### config.mk
export PLATFORM = sky130hd
export DESIGN_NAME = input_event_queue_flat
export DESIGN_NICKNAME = d
export VERILOG_FILES = /design/src/rtl/input_event_queue_if.sv /design/src/rtl/input_event_queue.sv /design/src/flat_wrapper.sv
export SDC_FILE = /design/constraint.sdc
export NUM_CORES = 1
export LEC_CHECK = 0
export ABC_AREA = 0
export ABC_CLOCK_PERIOD_IN_PS = 4150
export BUFFER_PORTS_ARGS = -buffer_cell sky130_fd_sc_hd__buf_4
export CAP_MARGIN = 20
export CORE_MARGIN = 2
export CORE_UTILIZATION = 28
export CTS_CLUSTER_DIAMETER = 80
export DETAILED_ROUTE_END_ITERATION = 12
export HOLD_SLACK_MARGIN = 0.02
export PLACE_DENSITY = 0.49
export SLEW_MARGIN = 25
export SYNTH_ARGS = -nofsm -noshare
export SYNTH_HDL_FRONTEND = slang
export SYNTH_SLANG_ARGS = --single-unit
### constraint.sdc
create_clock -name clk -period 4.15 [get_ports clk]
set_input_delay 0.6225 -clock clk [delete_from_list [all_inputs] [get_ports clk]]
set_output_delay 0.6225 -clock clk [all_outputs]
set_load 0.02 [all_outputs]
### src/rtl/input_event_queue_if.sv
// Event-queue bundle: pulse sources and controls from the producer side, plus the
// consumer-facing read port and status outputs.
interface input_event_queue_if #(
  parameter int DEPTH  = 8,
  parameter int DROP_W = 8
);
  localparam int AW = $clog2(DEPTH);

  logic              rotary_push;
  logic              button_c;
  logic              button_n;
  logic              button_e;
  logic              button_w;
  logic              button_s;
  logic              rotary_event;
  logic              rotary_left;
  logic              rd_ready;
  logic              clear_drop;
  logic              rd_valid;
  logic [2:0]        rd_data;
  logic [AW:0]       count;
  logic [DROP_W-1:0] dropped;

  modport master (
    output rotary_push, button_c, button_n, button_e, button_w, button_s,
           rotary_event, rotary_left, rd_ready, clear_drop,
    input  rd_valid, rd_data, count, dropped
  );

  modport slave (
    input  rotary_push, button_c, button_n, button_e, button_w, button_s,
           rotary_event, rotary_left, rd_ready, clear_drop,
    output rd_valid, rd_data, count, dropped
  );
endinterface

### src/rtl/input_event_queue.sv
// Serialises one-cycle user-input pulses into a FIFO of 3-bit event codes; one
// pending bit per source, lowest code wins, collisions on a pending source are counted.
module input_event_queue #(
  parameter int DEPTH  = 8,
  parameter int DROP_W = 8
) (
  input  logic                  clk,
  input  logic                  rst,
  input_event_queue_if.slave    evq_if
);
  localparam int AW = $clog2(DEPTH);
  localparam int CW = AW + 1;
  localparam int SW = DROP_W + 4;
  localparam logic [DROP_W-1:0] DROP_MAX = {DROP_W{1'b1}};

  logic [7:0]        src;
  logic [7:0]        pending_q, pending_d;
  logic [7:0]        grant;
  logic [7:0]        collide;
  logic [AW-1:0]     wr_ptr_q, wr_ptr_d;
  logic [AW-1:0]     rd_ptr_q, rd_ptr_d;
  logic [CW-1:0]     count_q, count_d;
  logic [DROP_W-1:0] dropped_q, dropped_d;
  logic              rd_valid_q;
  logic [2:0]        mem_q [DEPTH];
  logic              pop;
  logic              push_ok;
  logic              push;
  logic [2:0]        push_code;
  logic [3:0]        n_drop;
  logic [SW-1:0]     drop_sum;

  assign src = {evq_if.rotary_event &  evq_if.rotary_left,
                evq_if.rotary_event & ~evq_if.rotary_left,
                evq_if.button_s, evq_if.button_w, evq_if.button_e,
                evq_if.button_n, evq_if.button_c, evq_if.rotary_push};

  // NOTE: every variable gets a default at the top of always_comb so no path leaves it unassigned (no latch).
  always_comb begin
    pop       = rd_valid_q & evq_if.rd_ready;
    push_ok   = (count_q < CW'(DEPTH)) | pop;
    grant     = push_ok ? (pending_q & (~pending_q + 8'd1)) : 8'd0;
    push      = |grant;
    push_code = 3'd0;
    n_drop    = 4'd0;
    for (int k = 0; k < 8; k++) begin
      if (grant[k]) push_code = 3'(k);
    end
    // A fresh pulse on the source being granted re-arms its bit rather than colliding.
    pending_d = (pending_q & ~grant) | src;
    collide   = src & pending_q & ~grant;
    for (int k = 0; k < 8; k++) begin
      n_drop = n_drop + {3'd0, collide[k]};
    end
    drop_sum = {4'd0, dropped_q} + SW'(n_drop);
    if (evq_if.clear_drop)          dropped_d = '0;
    else if (drop_sum > SW'(DROP_MAX)) dropped_d = DROP_MAX;
    else                            dropped_d = drop_sum[DROP_W-1:0];
    wr_ptr_d = wr_ptr_q + AW'(push);
    rd_ptr_d = rd_ptr_q + AW'(pop);
    count_d  = count_q + CW'(push) - CW'(pop);
  end

  // NOTE: sequential state uses non-blocking assignments so every register samples pre-edge values.
  always_ff @(posedge clk or negedge rst) begin
    if (!rst) begin
      pending_q  <= '0;
      wr_ptr_q   <= '0;
      rd_ptr_q   <= '0;
      count_q    <= '0;
      dropped_q  <= '0;
      rd_valid_q <= 1'b0;
    end else begin
      pending_q  <= pending_d;
      wr_ptr_q   <= wr_ptr_d;
      rd_ptr_q   <= rd_ptr_d;
      count_q    <= count_d;
      dropped_q  <= dropped_d;
      rd_valid_q <= (count_d != '0);
    end
  end

  // NOTE: the storage is reset because rd_data reads it directly and must be 0 out of reset.
  always_ff @(posedge clk or negedge rst) begin
    if (!rst) begin
      for (int i = 0; i < DEPTH; i++) mem_q[i] <= 3'd0;
    end else if (push) begin
      mem_q[wr_ptr_q] <= push_code;
    end
  end

  assign evq_if.rd_valid = rd_valid_q;
  assign evq_if.rd_data  = mem_q[rd_ptr_q];
  assign evq_if.count    = count_q;
  assign evq_if.dropped  = dropped_q;
endmodule

### src/flat_wrapper.sv
// flat-port wrapper written by rule: the top's interface ports become plain ports
module input_event_queue_flat 
#(
  parameter int DEPTH  = 8,
  parameter int DROP_W = 8
)
  (clk, rst, evq_if_rotary_push, evq_if_button_c, evq_if_button_n, evq_if_button_e, evq_if_button_w, evq_if_button_s, evq_if_rotary_event, evq_if_rotary_left, evq_if_rd_ready, evq_if_clear_drop, evq_if_rd_valid, evq_if_rd_data, evq_if_count, evq_if_dropped);
  input_event_queue_if #(.DEPTH(DEPTH), .DROP_W(DROP_W)) evq_if_i ();
  input  logic clk;
  input  logic rst;
  input wire logic [$bits(evq_if_i.rotary_push)-1:0] evq_if_rotary_push;
  input wire logic [$bits(evq_if_i.button_c)-1:0] evq_if_button_c;
  input wire logic [$bits(evq_if_i.button_n)-1:0] evq_if_button_n;
  input wire logic [$bits(evq_if_i.button_e)-1:0] evq_if_button_e;
  input wire logic [$bits(evq_if_i.button_w)-1:0] evq_if_button_w;
  input wire logic [$bits(evq_if_i.button_s)-1:0] evq_if_button_s;
  input wire logic [$bits(evq_if_i.rotary_event)-1:0] evq_if_rotary_event;
  input wire logic [$bits(evq_if_i.rotary_left)-1:0] evq_if_rotary_left;
  input wire logic [$bits(evq_if_i.rd_ready)-1:0] evq_if_rd_ready;
  input wire logic [$bits(evq_if_i.clear_drop)-1:0] evq_if_clear_drop;
  output wire logic [$bits(evq_if_i.rd_valid)-1:0] evq_if_rd_valid;
  output wire logic [$bits(evq_if_i.rd_data)-1:0] evq_if_rd_data;
  output wire logic [$bits(evq_if_i.count)-1:0] evq_if_count;
  output wire logic [$bits(evq_if_i.dropped)-1:0] evq_if_dropped;
  assign evq_if_i.rotary_push = evq_if_rotary_push;
  assign evq_if_i.button_c = evq_if_button_c;
  assign evq_if_i.button_n = evq_if_button_n;
  assign evq_if_i.button_e = evq_if_button_e;
  assign evq_if_i.button_w = evq_if_button_w;
  assign evq_if_i.button_s = evq_if_button_s;
  assign evq_if_i.rotary_event = evq_if_rotary_event;
  assign evq_if_i.rotary_left = evq_if_rotary_left;
  assign evq_if_i.rd_ready = evq_if_rd_ready;
  assign evq_if_i.clear_drop = evq_if_clear_drop;
  assign evq_if_rd_valid = evq_if_i.rd_valid;
  assign evq_if_rd_data = evq_if_i.rd_data;
  assign evq_if_count = evq_if_i.count;
  assign evq_if_dropped = evq_if_i.dropped;
  input_event_queue #(.DEPTH(DEPTH), .DROP_W(DROP_W)) u_core (.clk(clk), .rst(rst), .evq_if(evq_if_i));
endmodule
==> flow_metrics.py, run 1 <==
metrics = {
    "min_path": {
        "hold_class": "input pin to asynchronous set/reset pin",
    },
    "critical_path": {
        "crit_path_max_fanout": 7,
        "slowest_stage": "fa_1",
        "worstPathArrival_ns": 4.39,
        "cpPeakStageDelay_ns": 0.51,
        "critPathKind": "flop to flop",
        "required_ns": 4.33,
        "endpoint_kind": "flop",
        "worst-r2r-cell-count": 17,
        "path_cells": "a21boi_2 > or2_1 > and3_4 > ha_4 > inv_2 > fa_1 > inv_1 > fa_1 > fa_2 > inv_2 > fa_1 > inv_2 > fa_2 > a21o_1 > a21o_4 > nor3_2 > a211oi_2",
        "reg2reg_from": "u_core.evq_if.count[3]$_DFF_PN0_",
        "setup.worst_path.start_class": "flop",
        "critPathLaunch": "u_core.evq_if.count[3]$_DFF_PN0_",
    },
    "global_route": {
        "global_route.usage.met1_pct": 15.85,
        "grtUsageMet2_pct": 18.42,
        "grt_max_degree": 52,
        "grtUsageTotal_pct": 11.64,
        "busiest_layer": "met2",
        "grt_overflow_total": 0,
        "first_global_vias": 2031,
        "grt_antenna_before_repair": 0,
        "use_met3_pct": 2.014,
        "grt_pass1_wl_um": 10120,
    },
    "synth": {
        "seq_area_frac_synth_pct": 45.74,
        "synth_area_per_cell_um2": 11.72,
        "ys_ff_latch": 51,
        "syn-cell-area_um2": 2790,
        "ys_types": 47,
        "synth_nets": 271,
        "syn_inst": 238,
        "ys.warnings.count": 0,
    },
    "die": {
        "dieArea_um2": 10780,
        "core_um2": 9729,
        "initial_core_util_pct": 28.68,
        "die-height_um": 103.8,
        "fp-row-count": 36,
        "io_pins": 28,
        "dieWidth_um": 103.8,
    },
    "cts": {
        "root_buffer": "clkbuf_8",
        "clock-sinks": 51,
        "cts_hold_buf": 0,
        "clk-insertion-delay-late_ns": 0.31,
        "clkSlewWorstSetupHoldPaths_ns": 0.10,
        "cts_inserted_buffers": 5,
        "cts_buffer_depth": 2,
        "cts_tree": "done",
        "htree_levels": 2,
    },
    "timing": {
        "max_freq_mhz": 237.7,
        "worst_slack_ns": -0.05688,
        "period_needed_ns": 4.207,
        "tightest_slew_ns": 0.6530,
        "rsz0062_at_grt": "true",
        "slew_headroom_pct": 56.47,
        "skew_ns": 0.007152,
        "finalHoldViolCount": 0,
        "slew_violations": 0,
        "fin_tns_setup_ns": -0.09065,
        "finalSetupViolCount": 2,
        "timing.final.crit_share_pct": 101.4,
    },
    "drt": {
        "dr.first_iter.drc_count": 47,
        "postRouteAntennaNets": 0,
        "wl_um": 5805,
        "drc": 0,
        "first_pass_iters": 4,
        "wl_per_cell_um": 13.85,
        "avgViaCountPerCell": 4.671,
        "vias": 1957,
    },
    "finish": {
        "diodes": 0,
        "seq_area_um2": 1276,
        "multiInputGateArea_um2": 1518,
        "layout.nets": 318,
        "syn_to_final_growth_pct": 23.68,
        "final_layout_size_suffix_gt1_share_pct": 33.57,
        "n_fill_cell": 1016,
    },
    "placed_design": {
        "pre_cts_ws_ns": -0.3382,
        "post-dp-hpwl_um": 4267,
        "port_buffers": 27,
        "place_congestion": 0.7656,
    },
    "status": {
        "violations": "negative setup slack",
        "status": "complete, but fails checks",
    },
    "pwr": {
        "ir_drop_mv": 0.2235,
        "power_density_nw_per_um2": 679.1,
        "leakagePower_nw": 1.541,
    },
    "flow_run": {
        "maxCapViolCount": 0,
    },
}
==> power breakdown <==
group	internal (W)	total [W]	switching, W	leakage [nW]
clock	0.000121	0.000305	0.000184	0.0408
combinational	0.000631	0.00120	0.000571	0.887
sequential	0.000680	0.000836	0.000157	0.613
total	0.00143	0.00234	0.000912	1.54
==> synth_stat cells (all sizes together) <==
master  count  area (µm²)
xnor2       5       43.79
or2         2       15.02
a211oi      3       27.52
o41ai       1       8.760
nor4bb      1       10.01
mux2i       1       10.01
mux2       19       214.0
buf         4       25.02
a21boi      1       7.510
or3         1       6.260
nor4        3       46.29
inv        18       67.56
and3        2       12.51
nor3        3       15.01
nor2       14       52.55
nor3b       5       52.55
nand2b      2       12.51
nand3       7       35.03
xor2        3       26.28
a41o        1       10.01
a41oi       1       8.760
ha         15       187.7
o32ai       1       16.27
and2        3       21.28
a21o        8       60.06
mux4        6       135.1
a211o       1       8.760
fa          6       120.1
nor2b       5       31.28
or4         1       7.510
a31oi       3       18.77
nand2      10       37.54
o21bai      2       15.01
dfrtp      51        1276
o31ai       1       7.510
a21oi      24       120.1
o21ai       4       20.01
==> routing by layer <==
metal	up-vias	share of wire, %
met3	5	2.2
li1	944	-
met1	980	48
met5	-	0
met4	0	1.9
met2	28	48
==> critical path: cells and delay by family, from the launching register on <==
kind,cells,cell delay (ns)
compound gates,4,0.69
fa+ha+maj,6,2.27
buf+inv,4,0.18
flops,1,0.38
simple gates,3,0.57
==> logic make-up (layout without fill, tap and decap cells) <==
logic type | after synthesis | in the layout | share of synthesized area, %
fa+ha+maj | 21 | 21 | 11.03
buf+inv | 22 | 70 | 3.318
xor+xnor | 8 | 8 | 2.511
mux | 26 | 26 | 12.87
flops | 51 | 51 | 45.74
compound gates | 51 | 51 | 11.79
simple gates | 59 | 59 | 12.74
==> layout by cell type, fill, tap and decap left out, drive strengths merged, types with 4 or more instances in the layout <==
cell type,instances
mux4,6
a21o,8
buf,44
xnor2,5
nor2,14
inv,19
nor3b,5
o21ai,4
ha,15
fa,6
mux2,19
dfrtp,51
nand2,10
a21oi,24
nor2b,5
clkbuf,5
nand3,7
==> stage by stage <==
step                      area, µm²  power [W]  hold WS, ns  instances  util, %
after global placement         3238   0.001943       0.4731        406    33.28
after detailed placement       3238   0.001952       0.4757        406    33.28
after floorplan                2804   0.001606       0.3269        238        -
after global routing           3451   0.002547       0.3760        419    35.47
final                          3451   0.002343       0.3244        419    35.47
after CTS                      3405   0.002358       0.3552        419    34.99
==> flip-flops by register name, summed over array words and instances, names as in the netlist <==
| name | cells |
|---|---|
| u_core.rd_ptr_q | 3 |
| u_core.evq_if.rd_valid | 1 |
| u_core.pending_q | 8 |
| u_core.evq_if.count | 4 |
| u_core.mem_q | 24 |
| u_core.wr_ptr_q | 3 |
| u_core.evq_if.dropped | 8 |
==> path summary, 6_finish.rpt <==
kind / to / slack (ns)
max in group asynchronous: u_core.wr_ptr_q[2]$_DFF_PN0_ / 3.39
worst max-delay path: u_core.evq_if.dropped[7]$_DFF_PN0_ / -0.06
worst min register to register: u_core.mem_q[9]$_DFFE_PN0P_ / 0.50
min in group clk: u_core.pending_q[0]$_DFF_PN0_ / 0.50
worst min-delay path: u_core.evq_if.dropped[1]$_DFF_PN0_ / 0.32
worst max register to register: u_core.evq_if.dropped[7]$_DFF_PN0_ / -0.06
==> repair_timing <==
action                                  in CTS  in global routing
pin swaps                                    6                  7
endpoints found under the setup margin       6                  8
setup buffers                                5                  0
gates resized for setup                      6                  9
cloned                                       0                  0
==> cell type report <==
cell class	instances	share of cell area [%]
clock inverter	3	0.6889
tap	133	4.822
timing repair buffer	44	9.572
inverter	18	1.958
sequential	51	36.98
multi-input combinational	165	43.98
clock buffer	5	1.994
Power figures use the tool's default switching activity.
==> inputs of run 2 (changes only) <==
--- a/config.mk
+++ b/config.mk
@@ -11,10 +11,11 @@
 export CAP_MARGIN = 20
 export CORE_MARGIN = 2
 export CORE_UTILIZATION = 28
-export CTS_CLUSTER_DIAMETER = 80
 export DETAILED_ROUTE_END_ITERATION = 12
+export GPL_TIMING_DRIVEN = 0
 export HOLD_SLACK_MARGIN = 0.02
 export PLACE_DENSITY = 0.49
+export RECOVER_POWER = 100
 export SLEW_MARGIN = 25
 export SYNTH_ARGS = -nofsm -noshare
 export SYNTH_HDL_FRONTEND = slang
==> run 2 against run 1 <==
Effect of this change: critical path depth stayed put; clock skew hardly changed; the flow finishes with violations (max-capacitance violations, max-slew violations, negative setup slack); non-clock buffer count is 6 lower; clock power is 15% higher; critical path type unchanged; sequential share of layout area is 0.42 points higher; critical endpoint unchanged; combinational power hardly changed.
==> flow_metrics.py, run 2 (same netlist as run 1, synthesis figures left out) <==
metrics = {
    "timing": {
        "finalHoldViolCount": 0,
        "fin_tns_setup_ns": -0.3320,
        "max_freq_mhz": 235.7,
        "finalSetupViolCount": 6,
        "skew_ns": 0.006723,
        "worst_slack_ns": -0.09265,
        "timing.final.crit_share_pct": 102.2,
        "slew_headroom_pct": -85.51,
        "slew_violations": 52,
        "tightest_slew_ns": 2.783,
        "period_needed_ns": 4.243,
        "rsz0062_at_grt": "true",
    },
    "finish": {
        "final_layout_size_suffix_gt1_share_pct": 31.43,
        "diodes": 0,
        "multiInputGateArea_um2": 1515,
        "syn_to_final_growth_pct": 22.42,
        "seq_area_um2": 1277,
        "design_area_um2": 3416,
        "layoutNonFillerInstCount": 413,
        "n_fill_cell": 1005,
        "final_common_cell": "dfrtp_1",
        "top_register": "u_core.mem_q",
        "largest_reg_flops": 24,
        "layout.nets": 312,
        "mostFrequentLayoutCells": "50 x dfrtp_1, 33 x buf_4, 22 x a21oi_1",
    },
    "die": {
        "core_um2": 9729,
        "dieArea_um2": 10780,
        "io_pins": 28,
        "die-height_um": 103.8,
        "initial_core_util_pct": 28.68,
        "dieWidth_um": 103.8,
        "fp-row-count": 36,
    },
    "cts": {
        "clkSlewWorstSetupHoldPaths_ns": 0.10,
        "clk-insertion-delay-late_ns": 0.30,
        "htree_levels": 2,
        "cts_buffer_depth": 2,
        "root_buffer": "clkbuf_8",
        "clock-sinks": 51,
        "cts_inserted_buffers": 5,
        "cts_hold_buf": 0,
        "cts_tree": "done",
    },
    "pwr": {
        "ir_drop_mv": 0.3247,
        "sw_frac_of_total_pct": 37.56,
        "power_switching_w": 0.0008842,
        "seqPwrFrac_pct": 35.1,
        "p_int_w": 0.001470,
        "p_comb_share_pct": 49.9,
        "power_density_nw_per_um2": 689.1,
        "leakagePower_nw": 1.534,
        "clockPowerShare_pct": 15.0,
    },
    "status": {
        "status": "complete, but fails checks",
        "violations": "max-capacitance violations, max-slew violations, negative setup slack",
    },
    "min_path": {
        "hold_class": "flop to flop",
        "hold_path.startpoint": "u_core.mem_q[10]$_DFFE_PN0P_",
    },
    "global_route": {
        "grt_overflow_total": 0,
        "grt_max_degree": 52,
        "grt_pass1_wl_um": 9673,
        "grtUsageTotal_pct": 11.01,
        "first_global_vias": 1940,
        "grt_antenna_before_repair": 0,
    },
    "drt": {
        "dr.first_iter.drc_count": 105,
        "vias": 1922,
        "wl_um": 5565,
        "avgViaCountPerCell": 4.654,
        "wl_per_cell_um": 13.47,
        "postRouteAntennaNets": 0,
        "drc": 0,
        "first_pass_iters": 4,
    },
    "critical_path": {
        "crit_path_max_fanout": 7,
        "reg2reg_from": "u_core.evq_if.count[3]$_DFF_PN0_",
        "required_ns": 4.32,
        "critPathKind": "flop to flop",
        "endpoint_kind": "flop",
        "setup.worst_path.start_class": "flop",
        "critPathLaunch": "u_core.evq_if.count[3]$_DFF_PN0_",
        "worstPathArrival_ns": 4.42,
    },
    "placed_design": {
        "place_area_um2": 3166,
        "dp.cells": 397,
        "post-dp-hpwl_um": 4160,
        "place_congestion": 0.7343,
        "port_buffers": 26,
    },
    "flow_run": {
        "maxCapViolCount": 1,
    },
}
## run 2: final timing paths
check	to	slack, ns	depth (start not counted)
worst min-delay path	u_core.mem_q[10]$_DFFE_PN0P_	0.50	1
worst max-delay path	u_core.evq_if.dropped[7]$_DFF_PN0_	-0.09	17
worst min register to register	u_core.mem_q[10]$_DFFE_PN0P_	0.50	1
worst max register to register	u_core.evq_if.dropped[7]$_DFF_PN0_	-0.09	17
min in group asynchronous	u_core.evq_if.dropped[2]$_DFF_PN0_	1.19	1
max in group asynchronous	u_core.pending_q[0]$_DFF_PN0_	1.17	1
## run 2: timing repair
action	CTS	global route
setup buffers	5	3
resized for setup	3	13
pin swaps	6	2
setup endpoints to repair	8	8
## run 2: layout make-up
type | count | area share [%]
repair buffers | 34 | 7.363
inverters | 18 | 1.978
flip-flops and latches | 51 | 37.40
well taps | 133 | 4.872
multi-input cells | 165 | 44.36
plain buffers | 4 | 0.7326
clock buffers | 5 | 2.015
clock inverters | 3 | 1.282
## run 2: power groups by stage
stage / Combinational (W) / Clock (W) / Sequential [W]
6_report: 0.00118 / 0.000352 / 0.000826
4_1_cts: 0.00115 / 0.000365 / 0.000829
5_1_grt: 0.00133 / 0.000387 / 0.000856
2_1_floorplan: 0.000769 / 0 / 0.000837
3_5_place_dp: 0.00108 / 0 / 0.000842
3_3_place_gp: 0.00107 / 0 / 0.000835
## run 2: critical path, cell delays in order, from the launching register on
cell,delay [ns]
dfrtp_1,0.39
a21boi_4,0.14
or2_1,0.23
and3_1,0.18
ha_1,0.29
inv_2,0.04
fa_1,0.47
inv_1,0.05
fa_1,0.49
fa_2,0.21
inv_2,0.04
fa_2,0.53
inv_2,0.05
fa_2,0.33
a21o_1,0.19
a21o_4,0.25
nor3_1,0.14
a211oi_1,0.09
## run 2: through the flow
stage               hold slack (ns)  power [W]  setup slack (ns)  utilization (%)
floorplan                    0.3269   0.001606          -0.09217                -
global placement             0.4760   0.001902           -0.4464            32.54
detailed placement           0.4827   0.001921           -0.4573            32.54
CTS                          0.3763   0.002341          -0.08785            34.29
global route                 0.4813   0.002569           -0.2566            35.11
finish                       0.4967   0.002354          -0.09265            35.11
## run 2: layer usage
| metal | GRT usage, % | wire (µm) | share of wire, % |
|---|---|---|---|
| met1 | 15.79 | 2762 | 50 |
| met5 | 0 | 0 | 0 |
| met4 | 4.247 | 78 | 1.4 |
| met3 | 1.447 | 108 | 1.9 |
| met2 | 16.87 | 2615 | 47 |
